==> src/rtl/ram_sweep_ctrl.sv <==
`default_nettype none
// ============================================================================
//  Module   : ram_sweep_ctrl
//  Purpose  : Address sweep sequencer for the paired dual-port RAM compute
//             datapath. Issues one read per cycle over [base..last] (modulo
//             2^ADDR_W) and writes the adder/subtractor result back to the
//             same address one cycle later. Start/done handshake, hold
//             freeze, abort and a per-RAM write mask.
//  Revision : 1.0  initial release
// ============================================================================
module ram_sweep_ctrl #(
  parameter int ADDR_W = 9,
  parameter int RD_LAT = 1
) (
  input  logic              CLOCK_50_I,
  input  logic              resetn,
  input  logic              start_i,
  input  logic [ADDR_W-1:0] base_addr_i,
  input  logic [ADDR_W-1:0] last_addr_i,
  input  logic [1:0]        wr_mask_i,
  input  logic              hold_i,
  input  logic              abort_i,
  output logic [ADDR_W-1:0] rd_addr_o,
  output logic [ADDR_W-1:0] wr_addr_o,
  output logic [1:0]        wren_o,
  output logic              busy_o,
  output logic              done_o,
  output logic              aborted_o,
  output logic [ADDR_W:0]   wr_count_o
);

  // The write-back pipeline assumes q is valid exactly one cycle after the
  // read address is registered; any other latency would misalign writes.
  generate
    if (RD_LAT != 1) begin : g_rd_lat_check
      $error("ram_sweep_ctrl: only RD_LAT == 1 is supported");
    end
  endgenerate

  typedef enum logic [1:0] {
    S_IDLE       = 2'd0,
    S_LEAD_IN    = 2'd1,
    S_RUN        = 2'd2,
    S_LAST_WRITE = 2'd3
  } state_t;

  state_t              r_state, w_state_nxt;
  logic [ADDR_W-1:0]   r_last, w_last_nxt;
  logic [1:0]          r_mask, w_mask_nxt;
  logic [ADDR_W-1:0]   r_rd_addr, w_rd_addr_nxt;
  logic [ADDR_W-1:0]   r_wr_addr, w_wr_addr_nxt;
  logic                r_wr_pend, w_wr_pend_nxt;
  logic                r_done, w_done_nxt;
  logic                r_aborted, w_aborted_nxt;
  logic [ADDR_W:0]     r_wr_count, w_wr_count_nxt;

  localparam logic [ADDR_W-1:0] C_ADDR_ONE  = {{(ADDR_W-1){1'b0}}, 1'b1};
  localparam logic [ADDR_W:0]   C_COUNT_ONE = {{ADDR_W{1'b0}}, 1'b1};

  // State register and all datapath registers, synchronous active-low reset
  always_ff @(posedge CLOCK_50_I) begin
    if (!resetn) begin
      r_state    <= S_IDLE;
      r_last     <= '0;
      r_mask     <= '0;
      r_rd_addr  <= '0;
      r_wr_addr  <= '0;
      r_wr_pend  <= 1'b0;
      r_done     <= 1'b0;
      r_aborted  <= 1'b0;
      r_wr_count <= '0;
    end else begin
      r_state    <= w_state_nxt;
      r_last     <= w_last_nxt;
      r_mask     <= w_mask_nxt;
      r_rd_addr  <= w_rd_addr_nxt;
      r_wr_addr  <= w_wr_addr_nxt;
      r_wr_pend  <= w_wr_pend_nxt;
      r_done     <= w_done_nxt;
      r_aborted  <= w_aborted_nxt;
      r_wr_count <= w_wr_count_nxt;
    end
  end

  // Next-state and sequencing: abort beats hold, hold freezes everything
  always_comb begin
    w_state_nxt    = r_state;
    w_last_nxt     = r_last;
    w_mask_nxt     = r_mask;
    w_rd_addr_nxt  = r_rd_addr;
    w_wr_addr_nxt  = r_wr_addr;
    w_wr_pend_nxt  = r_wr_pend;
    w_done_nxt     = 1'b0;
    w_aborted_nxt  = 1'b0;
    // A presented write slot counts unless hold suppressed it, mask ignored
    w_wr_count_nxt = (r_wr_pend && !hold_i) ? (r_wr_count + C_COUNT_ONE) : r_wr_count;

    case (r_state)
      S_IDLE: begin
        if (start_i) begin
          w_last_nxt     = last_addr_i;
          w_mask_nxt     = wr_mask_i;
          w_rd_addr_nxt  = base_addr_i;
          w_wr_count_nxt = '0;
          w_state_nxt    = S_LEAD_IN;
        end
      end
      default: begin
        if (abort_i) begin
          w_state_nxt   = S_IDLE;
          w_wr_pend_nxt = 1'b0;
          w_aborted_nxt = 1'b1;
        end else if (!hold_i) begin
          if (r_state == S_LAST_WRITE) begin
            w_wr_pend_nxt = 1'b0;
            w_done_nxt    = 1'b1;
            w_state_nxt   = S_IDLE;
          end else begin
            // Lead-in and run share the same per-address step
            w_wr_addr_nxt = r_rd_addr;
            w_wr_pend_nxt = 1'b1;
            if (r_rd_addr == r_last) begin
              w_state_nxt = S_LAST_WRITE;
            end else begin
              w_rd_addr_nxt = r_rd_addr + C_ADDR_ONE;
              w_state_nxt   = S_RUN;
            end
          end
        end
      end
    endcase
  end

  // Hold gates the write enables in the same cycle so no RAM write is lost
  assign wren_o     = r_wr_pend ? (r_mask & ~{2{hold_i}}) : 2'b00;
  assign rd_addr_o  = r_rd_addr;
  assign wr_addr_o  = r_wr_addr;
  assign busy_o     = (r_state != S_IDLE);
  assign done_o     = r_done;
  assign aborted_o  = r_aborted;
  assign wr_count_o = r_wr_count;

endmodule
`default_nettype wire

==> config.mk <==
export PLATFORM = sky130hd
export DESIGN_NAME = ram_sweep_ctrl
export DESIGN_NICKNAME = d
export VERILOG_FILES = /design/src/rtl/ram_sweep_ctrl.sv
export SDC_FILE = /design/constraint.sdc
export NUM_CORES = 1
export LEC_CHECK = 0
export CAP_MARGIN = 20
export CORE_MARGIN = 4
export CORE_UTILIZATION = 43
export DETAILED_ROUTE_END_ITERATION = 7
export PLACE_DENSITY = 0.85
export SLEW_MARGIN = 20
export SYNTH_ARGS = -nofsm -noshare
export SYNTH_HDL_FRONTEND = slang
export SYNTH_SLANG_ARGS = --single-unit
==> constraint.sdc <==
create_clock -name CLOCK_50_I -period 1.9 [get_ports CLOCK_50_I]
set_input_delay 0.57 -clock CLOCK_50_I [delete_from_list [all_inputs] [get_ports CLOCK_50_I]]
set_output_delay 0.57 -clock CLOCK_50_I [all_outputs]
set_load 0.1 [all_outputs]
==> impl_metrics.toml <==
[run_status]
run_status = "finished clean"

[pwr]
netSwitchingFraction_pct = 38.9
power_share_of_the_sequential_group_pct = 38.5
p_per_area_nw_per_um2 = 845
power_frac_clock_pct = 19.0
irDropWorstVdd_v = 0.000629
net-switching-power_mw = 1.13
fin_total_pwr_mw = 2.90
share_comb_of_total_power_pct = 42.5
internal_power_contribution_mw = 1.77
power.static_leakage_nw = 1.37

[grt]
initial_antenna_violation_count = 0
grt_max_degree = 43
globalRoute.totalOverflow = 0
grt_first_pass_wirelength_microns = 8890
grt_use_total_pct = 18.2
via_count_of_the_first_global_routing_pass = 1879

[sta]
hold_worst_slack_ns = 0.473
report.final.setup_viol = 0
layout_worst_path_cycle_share_pct = 98.1
final.setup_skew_ns = 0.00753
achievable-frequency_ghz = 0.536
timing.final.crit_period_ns = 1.86
finalWorstSetupSlack_ns = 0.0354
drv_slew = 0
tightest_slew_ns = 0.306
timing_hold_violations_final = 0
timing.max_slew.rel_slack_pct = 79.6

[run]
maxCapViolCount = 0

[drt]
detail_route.iter0.violations = 168
dr.pass1.iters = 4
drtAntennaViolNets = 0
dr_total_vias = 2003
highest-signal-layer = "met4"
routed_wl_microns = 5710
detail_route.wl_per_cell_microns = 15.1
wl_met2_microns = 2850
routed-wl-met3_microns = 373
number_of_drc_violations_after_detailed_routing = 0
routedLengthMet1_microns = 2390
avgViaCountPerCell = 5.28

[synth]
synth_compound_area_share_pct = 17.5
postSynthAreaPerCell_sq_um = 9.02
synth_edf_count = 0
fraction_of_synthesized_cell_area_in_xor_and_xnor_cells_pct = 7.57
yosys_most_used_dff = "sky130_fd_sc_hd__dfxtp_1"
synth_top_cells_by_count = "sky130_fd_sc_hd__dfxtp_1, sky130_fd_sc_hd__nand2_1, sky130_fd_sc_hd__nor2_1, sky130_fd_sc_hd__xor2_1, sky130_fd_sc_hd__a21boi_0"
ys_seq_elements = 44
synth_area_leader_cell = "sky130_fd_sc_hd__dfxtp_1"
synthesis.yosys.warnings = 0
netlist.area_leader.share_pct = 40.4
synth_simple_gate_area_share_pct = 21.9
synth-seq-area-share_pct = 40.4
post_synth_num_cell_types = 44
yosys.cell_count.top_type = "sky130_fd_sc_hd__dfxtp_1"
synth-adder-area-share_pct = 2.29
async_flop_share_pct = 0
post_synth_instance_area_sq_um = 2180
synthesis.nets = 271
synth_mux_area_share_pct = 6.08
synth_top_family_by_area = "simple AND/OR/NAND/NOR gates"
synth_area_leaders = "sky130_fd_sc_hd__dfxtp_1, sky130_fd_sc_hd__nand2_1, sky130_fd_sc_hd__xor2_1, sky130_fd_sc_hd__mux2i_1, sky130_fd_sc_hd__a21boi_0"
netlist_instances = 242

[placed_design]
preCtsSetupSlack_ns = -0.420
place_area_sq_um = 3280
place.gp.congestion = 0.821
place.port_buffers = 57
dp_wirelength_microns = 4160

[critical_path]
cp_slowest_cell = "sky130_fd_sc_hd__dfxtp_2"
worstPathArrival_ns = 1.29
worst-r2r-setup-slack_ns = 0.05
critical_path.endpoint_type = "output pin"
worstPathRequired_ns = 1.33
crit_path_max_delay_family = "buffers and inverters"
cp_max_fo = 8
critPathLaunchType = "flip-flop"
cp_slowest_stage_delay_ns = 0.35
worstPathCellList = "inv_1, ha_1, buf_6, inv_8, buf_12"
path_class = "flip-flop to output pin"
critical_path_buf_inv_count = 4

[clocking]
clock-sinks = 44
post_cts_hold_buffer_count = 0
h-tree-depth = 2
path_clk_slew_ns = 0.08
ctsLongestPathBuffers = 2
clkLatencyLatePin_ns = 0.30
tritoncts.num_buffers = 5
cts-root-buf = "sky130_fd_sc_hd__clkbuf_8"
cts_tree = "done"

[finish]
post_route_cells_drive_above_1_share_pct = 30.4
antenna_cells = 0
layout-area-overhead-vs-synth_pct = 57.4
finalCoreUtilization_pct = 71.3
fin_nets = 341
stdcell_area_sq_um = 3430

[worst_hold_path]
hold_class = "flip-flop to flip-flop"

[floorplan]
design.portCount = 58
core-area_sq_um = 4820
die_height_microns = 79.2
initial_core_util_pct = 45.3
dieArea_sq_um = 6280
die_x_microns = 79.2
placementRows = 25
## logic make-up after synthesis
kind of cell               Yosys count
xor gates and xnor gates            18
buffers and inverters               20
muxes                               13
adders and majority gates            4
and+or+nand+nor                     94
DFF                                 44
AOI/OAI and AO/OA                   49
## metal layers
metal,vias to the layer above,GRT usage (%)
li1,971,-
met1,942,22.7
met2,80,30.5
met3,10,4.08
met4,0,6.70
met5,-,0
## worst min-delay path, stage by stage, from the launching register on
cell	delay (ns)
sky130_fd_sc_hd__dfxtp_1	0.32
sky130_fd_sc_hd__nand2_1	0.05
sky130_fd_sc_hd__a21boi_0	0.07
## metrics by stage
stage	instances	setup TNS, ns
CTS	376	0
detailed placement	368	-6.16
global placement	368	-4.81
floorplan	242	-0.216
finish	379	0
global route	379	-0.00900
## power by group through the flow
stage          clock network (mW)  registers (mW)  logic (mW)
6_report                    0.552            1.12        1.23
5_1_grt                     0.608            1.12        1.30
4_1_cts                     0.571            1.12        1.18
3_5_place_dp                    0            1.14        1.17
3_3_place_gp                    0            1.13        1.15
2_1_floorplan                   0            1.38       0.484
## registers in the layout, summed over array words and instances (netlist names)
signal	cells
aborted_o	1
done_o	1
r_last	9
r_mask	2
r_state	2
r_wr_pend	1
rd_addr_o	9
wr_addr_o	9
wr_count_o	10
## worst paths after layout
| path | startpoint | end | cells past startpoint |
|---|---|---|---|
| max | r_state[0] | busy_o | 5 |
| min | r_mask[1] | r_mask[1] | 2 |
| max reg2reg | r_state[0] | rd_addr_o[7] | 6 |
| min reg2reg | r_mask[1] | r_mask[1] | 2 |
## final cells by class
type / count / area, sq um
fillers: 327 / 1380
multi-input cells: 178 / 1250
repair buffers: 79 / 1100
flip-flops and latches: 44 / 906
well taps: 67 / 83.8
clock buffers: 6 / 72.6
inverters: 4 / 22.5
clock inverters: 1 / 5.00
## layout by cell type, fill, tap and decap left out, types with 2 or more instances in the layout
master,netlist,routed
sky130_fd_sc_hd__and3_1,6,6
sky130_fd_sc_hd__mux2i_1,11,11
sky130_fd_sc_hd__o211ai_1,5,5
sky130_fd_sc_hd__buf_12,0,35
sky130_fd_sc_hd__a31oi_1,3,3
sky130_fd_sc_hd__a22o_1,3,3
sky130_fd_sc_hd__clkdlybuf4s50_1,0,23
sky130_fd_sc_hd__dfxtp_2,0,11
sky130_fd_sc_hd__o21ai_0,10,7
sky130_fd_sc_hd__ha_1,4,4
sky130_fd_sc_hd__dfxtp_4,0,3
sky130_fd_sc_hd__o221a_4,2,2
sky130_fd_sc_hd__a21boi_0,13,13
sky130_fd_sc_hd__buf_4,0,19
sky130_fd_sc_hd__nand2_1,37,37
sky130_fd_sc_hd__xor2_1,15,15
sky130_fd_sc_hd__nor3_2,1,3
sky130_fd_sc_hd__xnor2_1,2,2
sky130_fd_sc_hd__and2_4,0,2
sky130_fd_sc_hd__o311ai_1,1,2
sky130_fd_sc_hd__dfxtp_1,44,30
sky130_fd_sc_hd__clkbuf_8,0,5
sky130_fd_sc_hd__nand4_1,4,4
sky130_fd_sc_hd__nor2_1,16,16
sky130_fd_sc_hd__o31ai_1,2,2
sky130_fd_sc_hd__nand3_1,7,7
sky130_fd_sc_hd__nor2b_1,11,10
sky130_fd_sc_hd__inv_1,3,3
sky130_fd_sc_hd__mux2_2,2,2
sky130_fd_sc_hd__o21ai_1,2,5
## what timing repair did
| item | in CTS | in global routing |
|---|---|---|
| pin swaps | 3 | 1 |
| setup buffers | 1 | 3 |
| gates resized for setup | 11 | 10 |
| endpoints found under the setup margin | 11 | 12 |
Power figures use the tool's default switching activity.
